**config.mk**
```make
export PLATFORM = sky130hd
export DESIGN_NAME = expmod_arbiter
export DESIGN_NICKNAME = d
export VERILOG_FILES = /design/src/rtl/expmod_arbiter.sv
export SDC_FILE = /design/constraint.sdc
export NUM_CORES = 1
export LEC_CHECK = 0
export CORE_AREA = 2 2 222 224
export DETAILED_ROUTE_END_ITERATION = 12
export DIE_AREA = 0 0 224 226
export GPL_TIMING_DRIVEN = 0
export SYNTH_ARGS = -nofsm -noshare
export SYNTH_HDL_FRONTEND = slang
export SYNTH_SLANG_ARGS = --single-unit
```
**constraint.sdc**
```tcl
create_clock -name clk_in -period 4.52 [get_ports clk_in]
set_input_delay 0.678 -clock clk_in [delete_from_list [all_inputs] [get_ports clk_in]]
set_output_delay 0.678 -clock clk_in [all_outputs]
set_load 0.005 [all_outputs]
```
**src/rtl/expmod_arbiter.sv**
```systemverilog
// Round-robin arbiter sharing one exponent_modulus engine between NUM_REQ requesters.
// Grant is combinational in IDLE; response is registered and held until the owner accepts it.
module expmod_arbiter #(
    parameter int WIDTH          = 32,
    parameter int NUM_REQ        = 4,
    parameter int TIMEOUT_CYCLES = 65536
) (
    input  logic                       clk_in,
    input  logic                       rst_in,
    input  logic [NUM_REQ-1:0]         req_valid_in,
    output logic [NUM_REQ-1:0]         req_ready_out,
    input  logic [NUM_REQ*WIDTH-1:0]   req_value_in,
    input  logic [NUM_REQ*WIDTH-1:0]   req_modulus_in,
    input  logic [NUM_REQ*WIDTH-1:0]   req_exponent_in,
    output logic [NUM_REQ-1:0]         resp_valid_out,
    input  logic [NUM_REQ-1:0]         resp_ready_in,
    output logic [WIDTH-1:0]           resp_data_out,
    output logic                       resp_error_out,
    output logic                       eng_ready_out,
    output logic [WIDTH-1:0]           eng_value_out,
    output logic [WIDTH-1:0]           eng_modulus_out,
    output logic [WIDTH-1:0]           eng_exponent_out,
    input  logic [WIDTH-1:0]           eng_value_in,
    input  logic                       eng_busy_in,
    input  logic                       eng_valid_in,
    output logic                       busy_out
);

    localparam int IDX_W = $clog2(NUM_REQ);
    localparam int CNT_W = $clog2(TIMEOUT_CYCLES + 1);

    typedef enum logic [1:0] {IDLE, ISSUE, WAIT, RESP} state_t;

    state_t             state, state_nxt;
    logic [IDX_W-1:0]   rr_ptr, owner, winner;
    logic               any_vld;
    logic [CNT_W-1:0]   tmo_cnt;
    logic               resp_vld;
    logic               start_fire, eng_done, tmo_hit, resp_acc, trivial_mod;
    logic [WIDTH-1:0]   win_val, win_mod, win_exp;

    // Search starts at rr_ptr; iterating downward lets the nearest valid requester win.
    always_comb begin
        winner  = rr_ptr;
        any_vld = 1'b0;
        for (int k = NUM_REQ - 1; k >= 0; k--) begin
            if (req_valid_in[(int'(rr_ptr) + k) % NUM_REQ]) begin
                winner  = IDX_W'((int'(rr_ptr) + k) % NUM_REQ);
                any_vld = 1'b1;
            end
        end
    end

    assign win_val     = req_value_in[winner*WIDTH +: WIDTH];
    assign win_mod     = req_modulus_in[winner*WIDTH +: WIDTH];
    assign win_exp     = req_exponent_in[winner*WIDTH +: WIDTH];
    assign trivial_mod = (win_mod <= WIDTH'(1));

    assign start_fire = (state == ISSUE) && !eng_busy_in && !eng_valid_in;
    assign eng_done   = (state == WAIT) && eng_valid_in;
    assign tmo_hit    = (state == WAIT) && !eng_valid_in && (tmo_cnt == CNT_W'(TIMEOUT_CYCLES - 1));
    assign resp_acc   = (state == RESP) && resp_ready_in[owner];

    // Grant is gated by reset so every output reads zero while reset is held.
    assign req_ready_out  = (rst_in && (state == IDLE) && any_vld) ? (NUM_REQ'(1) << winner) : '0;
    assign resp_valid_out = resp_vld ? (NUM_REQ'(1) << owner) : '0;
    assign eng_ready_out  = start_fire;
    assign busy_out       = (state != IDLE);

    always_ff @(posedge clk_in or negedge rst_in) begin
        if (!rst_in) state <= IDLE;
        else         state <= state_nxt;
    end

    always_comb begin
        state_nxt = state;
        case (state)
            IDLE:    if (any_vld) state_nxt = trivial_mod ? RESP : ISSUE;
            ISSUE:   if (start_fire) state_nxt = WAIT;
            WAIT:    if (eng_valid_in || tmo_hit) state_nxt = RESP;
            RESP:    if (resp_acc) state_nxt = IDLE;
            default: state_nxt = IDLE;
        endcase
    end

    always_ff @(posedge clk_in or negedge rst_in) begin
        if (!rst_in) begin
            rr_ptr           <= '0;
            owner            <= '0;
            tmo_cnt          <= '0;
            resp_vld         <= 1'b0;
            resp_data_out    <= '0;
            resp_error_out   <= 1'b0;
            eng_value_out    <= '0;
            eng_modulus_out  <= '0;
            eng_exponent_out <= '0;
        end else begin
            if ((state == IDLE) && any_vld) begin
                eng_value_out    <= win_val;
                eng_modulus_out  <= win_mod;
                eng_exponent_out <= win_exp;
                owner            <= winner;
                if (trivial_mod) begin
                    resp_data_out  <= '0;
                    resp_error_out <= 1'b0;
                    resp_vld       <= 1'b1;
                end
            end

            if (start_fire)          tmo_cnt <= '0;
            else if (state == WAIT)  tmo_cnt <= tmo_cnt + 1'b1;

            // A result arriving on the timeout cycle still wins.
            if (eng_done) begin
                resp_data_out  <= eng_value_in;
                resp_error_out <= 1'b0;
                resp_vld       <= 1'b1;
            end else if (tmo_hit) begin
                resp_data_out  <= '0;
                resp_error_out <= 1'b1;
                resp_vld       <= 1'b1;
            end

            if (resp_acc) begin
                resp_vld <= 1'b0;
                rr_ptr   <= (owner == IDX_W'(NUM_REQ - 1)) ? '0 : owner + 1'b1;
            end
        end
    end

endmodule

```
==> impl_metrics.py <==
metrics = {
    "job": {
        "cap_violations": 0,
    },
    "final_layout": {
        "nNetsFinal": 2320,
        "area_growth_pct": 74.1,
        "fin_util": 0.349,
        "drive_above_1_share": 0.0380,
        "final_area_um2": 16900,
        "mostFrequentLayoutCell": "clkdlybuf4s50_1",
        "fin_cells": 2523,
        "final_cell_mix": "clkdlybuf4s50_1, nand2_1, nand3_1",
        "register_area_um2": 3830,
        "nFillCells": 5115,
        "multi_input_area_um2": 5400,
    },
    "grt": {
        "grt_antenna_before_repair": 17,
        "grt_pass1_wl_um": 76900,
        "grt_usage": 0.206,
        "grt_max_degree": 89,
        "grt_pass1_vias": 12400,
        "grt-ovfl-total": 0,
    },
    "logic_synthesis": {
        "syn_inst": 1296,
        "synth_seq_cells": 153,
        "synth_edf_count": 0,
        "yosys.area_share.simple": 0.363,
        "synth.area.mux_share": 0.00877,
        "synth-compound-area-share": 0.157,
        "ys_seq_area_frac": 0.395,
        "syn_nets": 1735,
        "ys_types": 43,
        "ys.flop_type": "dfrtp_1",
        "syn-cell-area_um2": 9700,
        "synth-xor-area-share": 0.00903,
        "async_flop_share": 1.00,
        "ys.warnings.count": 0,
        "synth.avg_cell_area_um2": 7.48,
        "synth-adder-area-share": 0.0142,
        "synth_top_family_by_area": "simple AND/OR/NAND/NOR gates",
    },
    "setup_path": {
        "r2r_slack_ns": 0.62,
        "reg2reg_to": "resp_data_out[26]",
        "critPathCaptureType": "output pin",
        "criticalPathCategory": "in2out",
        "crit_fanout": 10,
        "critical_path_arrival_ns": 3.68,
        "required_ns": 3.84,
        "r2r-start": "rr_ptr[1]",
        "r2r_cells": 13,
        "startpoint_type": "input pin",
    },
    "pwr": {
        "p_leak_nw": 6.95,
        "p_per_area_nw_per_um2": 570,
        "vdd_drop_max_mv": 0.230,
    },
    "outcome": {
        "status": "complete, no violations",
    },
    "drt": {
        "routed_via_density": 4.85,
        "vias": 12200,
        "drc_errors": 0,
        "totalWireLength_um": 53500,
        "drt-wirelength-per-cell_um": 21.2,
        "dr.pass1.iters": 5,
        "drt-initial-drc-count": 709,
        "postRouteAntennaNets": 0,
    },
    "floorplan": {
        "initial_core_util": 0.201,
        "rows": 81,
        "coreArea_um2": 48300,
        "die_w_um": 224,
        "chipHeight_um": 226,
        "ios": 567,
        "die-area_um2": 50600,
    },
    "clock_tree": {
        "holdBufCountCts": 0,
        "cts_buffers": 17,
        "cts.clk_slew.worst_paths_ns": 0.07,
        "htree_levels": 4,
        "cts_buffer_depth": 2,
        "clkLatencyLatePin_ns": 0.47,
        "cts.sinks": 153,
        "cts_root_buffer": "clkbuf_16",
        "cts_tree": "done",
    },
    "sta": {
        "finalCritPeriodShare": 0.965,
        "fin_skew_ns": 0.0154,
        "max_freq_mhz": 229,
        "layout_min_cycle_time_ns": 4.36,
        "max-slew-margin-rel": 0.263,
        "hold_viol_final": 0,
        "fin_tns_setup_ns": 0,
        "setup_ws_ns": 0.157,
        "drv_slew": 0,
        "finalSetupViolCount": 0,
        "rsz0062_at_grt": "no",
        "tightestPinTransition_ns": 1.10,
    },
    "place": {
        "gp_congestion": 0.914,
        "dpl_cell_area_um2": 16200,
        "io_buffers": 566,
        "dp_hpwl_um": 43200,
        "dp.cells": 2486,
        "dp_slack_ns": -1.46,
    },
    "min_path": {
        "hp-class": "in2async",
    },
}
## layout make-up
| type | instances | area share |
|---|---|---|
| antenna | 7 | 0.00104 |
| buffer | 114 | 0.0288 |
| clock buffer | 17 | 0.0252 |
| clock inverter | 15 | 0.0119 |
| inverter | 10 | 0.00222 |
| multi-input combinational | 1016 | 0.320 |
| sequential | 153 | 0.227 |
| tap | 622 | 0.0461 |
| timing repair buffer | 569 | 0.338 |
## cells in the mapped netlist, drive strengths merged (11+ instances only)
library cell,number,area share
ha,11,0.014
o22ai,15,0.0097
nor2,17,0.0066
buf,21,0.012
clkbuf,96,0.037
a21oi,74,0.038
nand2,437,0.17
a22oi,32,0.025
dfrtp,153,0.39
nand3,199,0.10
o31ai,32,0.025
a211oi,62,0.049
o21ai,12,0.0062
nor4b,60,0.054
## per-layer routing
layer | wire (um) | share of wire | global-route usage | vias to the layer above
li1 | - | - | - | 5751
met1 | 20700 | 0.39 | 0.234 | 5870
met2 | 27000 | 0.50 | 0.362 | 533
met3 | 4360 | 0.082 | 0.0631 | 81
met4 | 1320 | 0.025 | 0.0759 | 10
met5 | 65 | 0.0012 | 0 | -
## repair_timing
item,CTS,global route
setup buffers,0,1
hold endpoints to repair,0,0
gates cloned,0,0
endpoints found under the setup margin,60,34
pin swaps,0,1
gates resized for setup,13,8
## through the flow
step,hold slack [ns],power [W]
global route,0.156,0.0104
floorplan,0.382,0.00507
CTS,0.144,0.00973
global placement,0.458,0.00804
detailed placement,0.462,0.00811
finish,0.138,0.00962
## how the worst max path moves through the flow
stage / slack [ns] / depth (start not counted) / from / endpoint
2_1_floorplan: 1.07 / 11 / req_valid_in[2] / state[1]
3_3_place_gp: -4.62 / 4 / rst_in / req_ready_out[0]
3_5_place_dp: -1.46 / 11 / req_valid_in[3] / req_ready_out[0]
4_1_cts: -0.01 / 9 / req_valid_in[0] / req_ready_out[1]
5_1_grt: 0.001 / 11 / req_valid_in[2] / req_ready_out[0]
6_report: 0.16 / 9 / req_valid_in[0] / req_ready_out[0]
## worst max-delay path, stage by stage
cell and delay, ns:
clkdlybuf4s50_1 0.52, nor2b_1 0.18, o21ai_0 0.23, and3_1 0.19, clkbuf_1 0.41, buf_2 0.48
clkbuf_2 0.35, nor3_1 0.10, clkdlybuf4s50_1 0.53
## sequential cells by signal (all words and copies together), names as in the netlist
register / cells
owner: 2
eng_modulus_out: 32
tmo_cnt: 17
resp_data_out: 32
resp_vld: 1
eng_exponent_out: 32
rr_ptr: 2
eng_value_out: 32
resp_error_out: 1
state: 2
## power by group
| part | switching (W) | total [W] | internal, W |
|---|---|---|---|
| combinational | 0.00319 | 0.00566 | 0.00246 |
| sequential | 0.000389 | 0.00239 | 0.00200 |
| clock | 0.000723 | 0.00157 | 0.000850 |
| total | 0.00431 | 0.00962 | 0.00531 |
## kinds of logic after synthesis
family / count (synthesis)
adder cells (fa/ha/maj): 11
AO/OA/AOI/OAI: 231
XOR/XNOR: 10
multiplexers: 7
flip-flops: 153
AND/OR/NAND/NOR: 757
buffers and inverters: 127
Note: power is estimated with default switching activity, not from simulation.
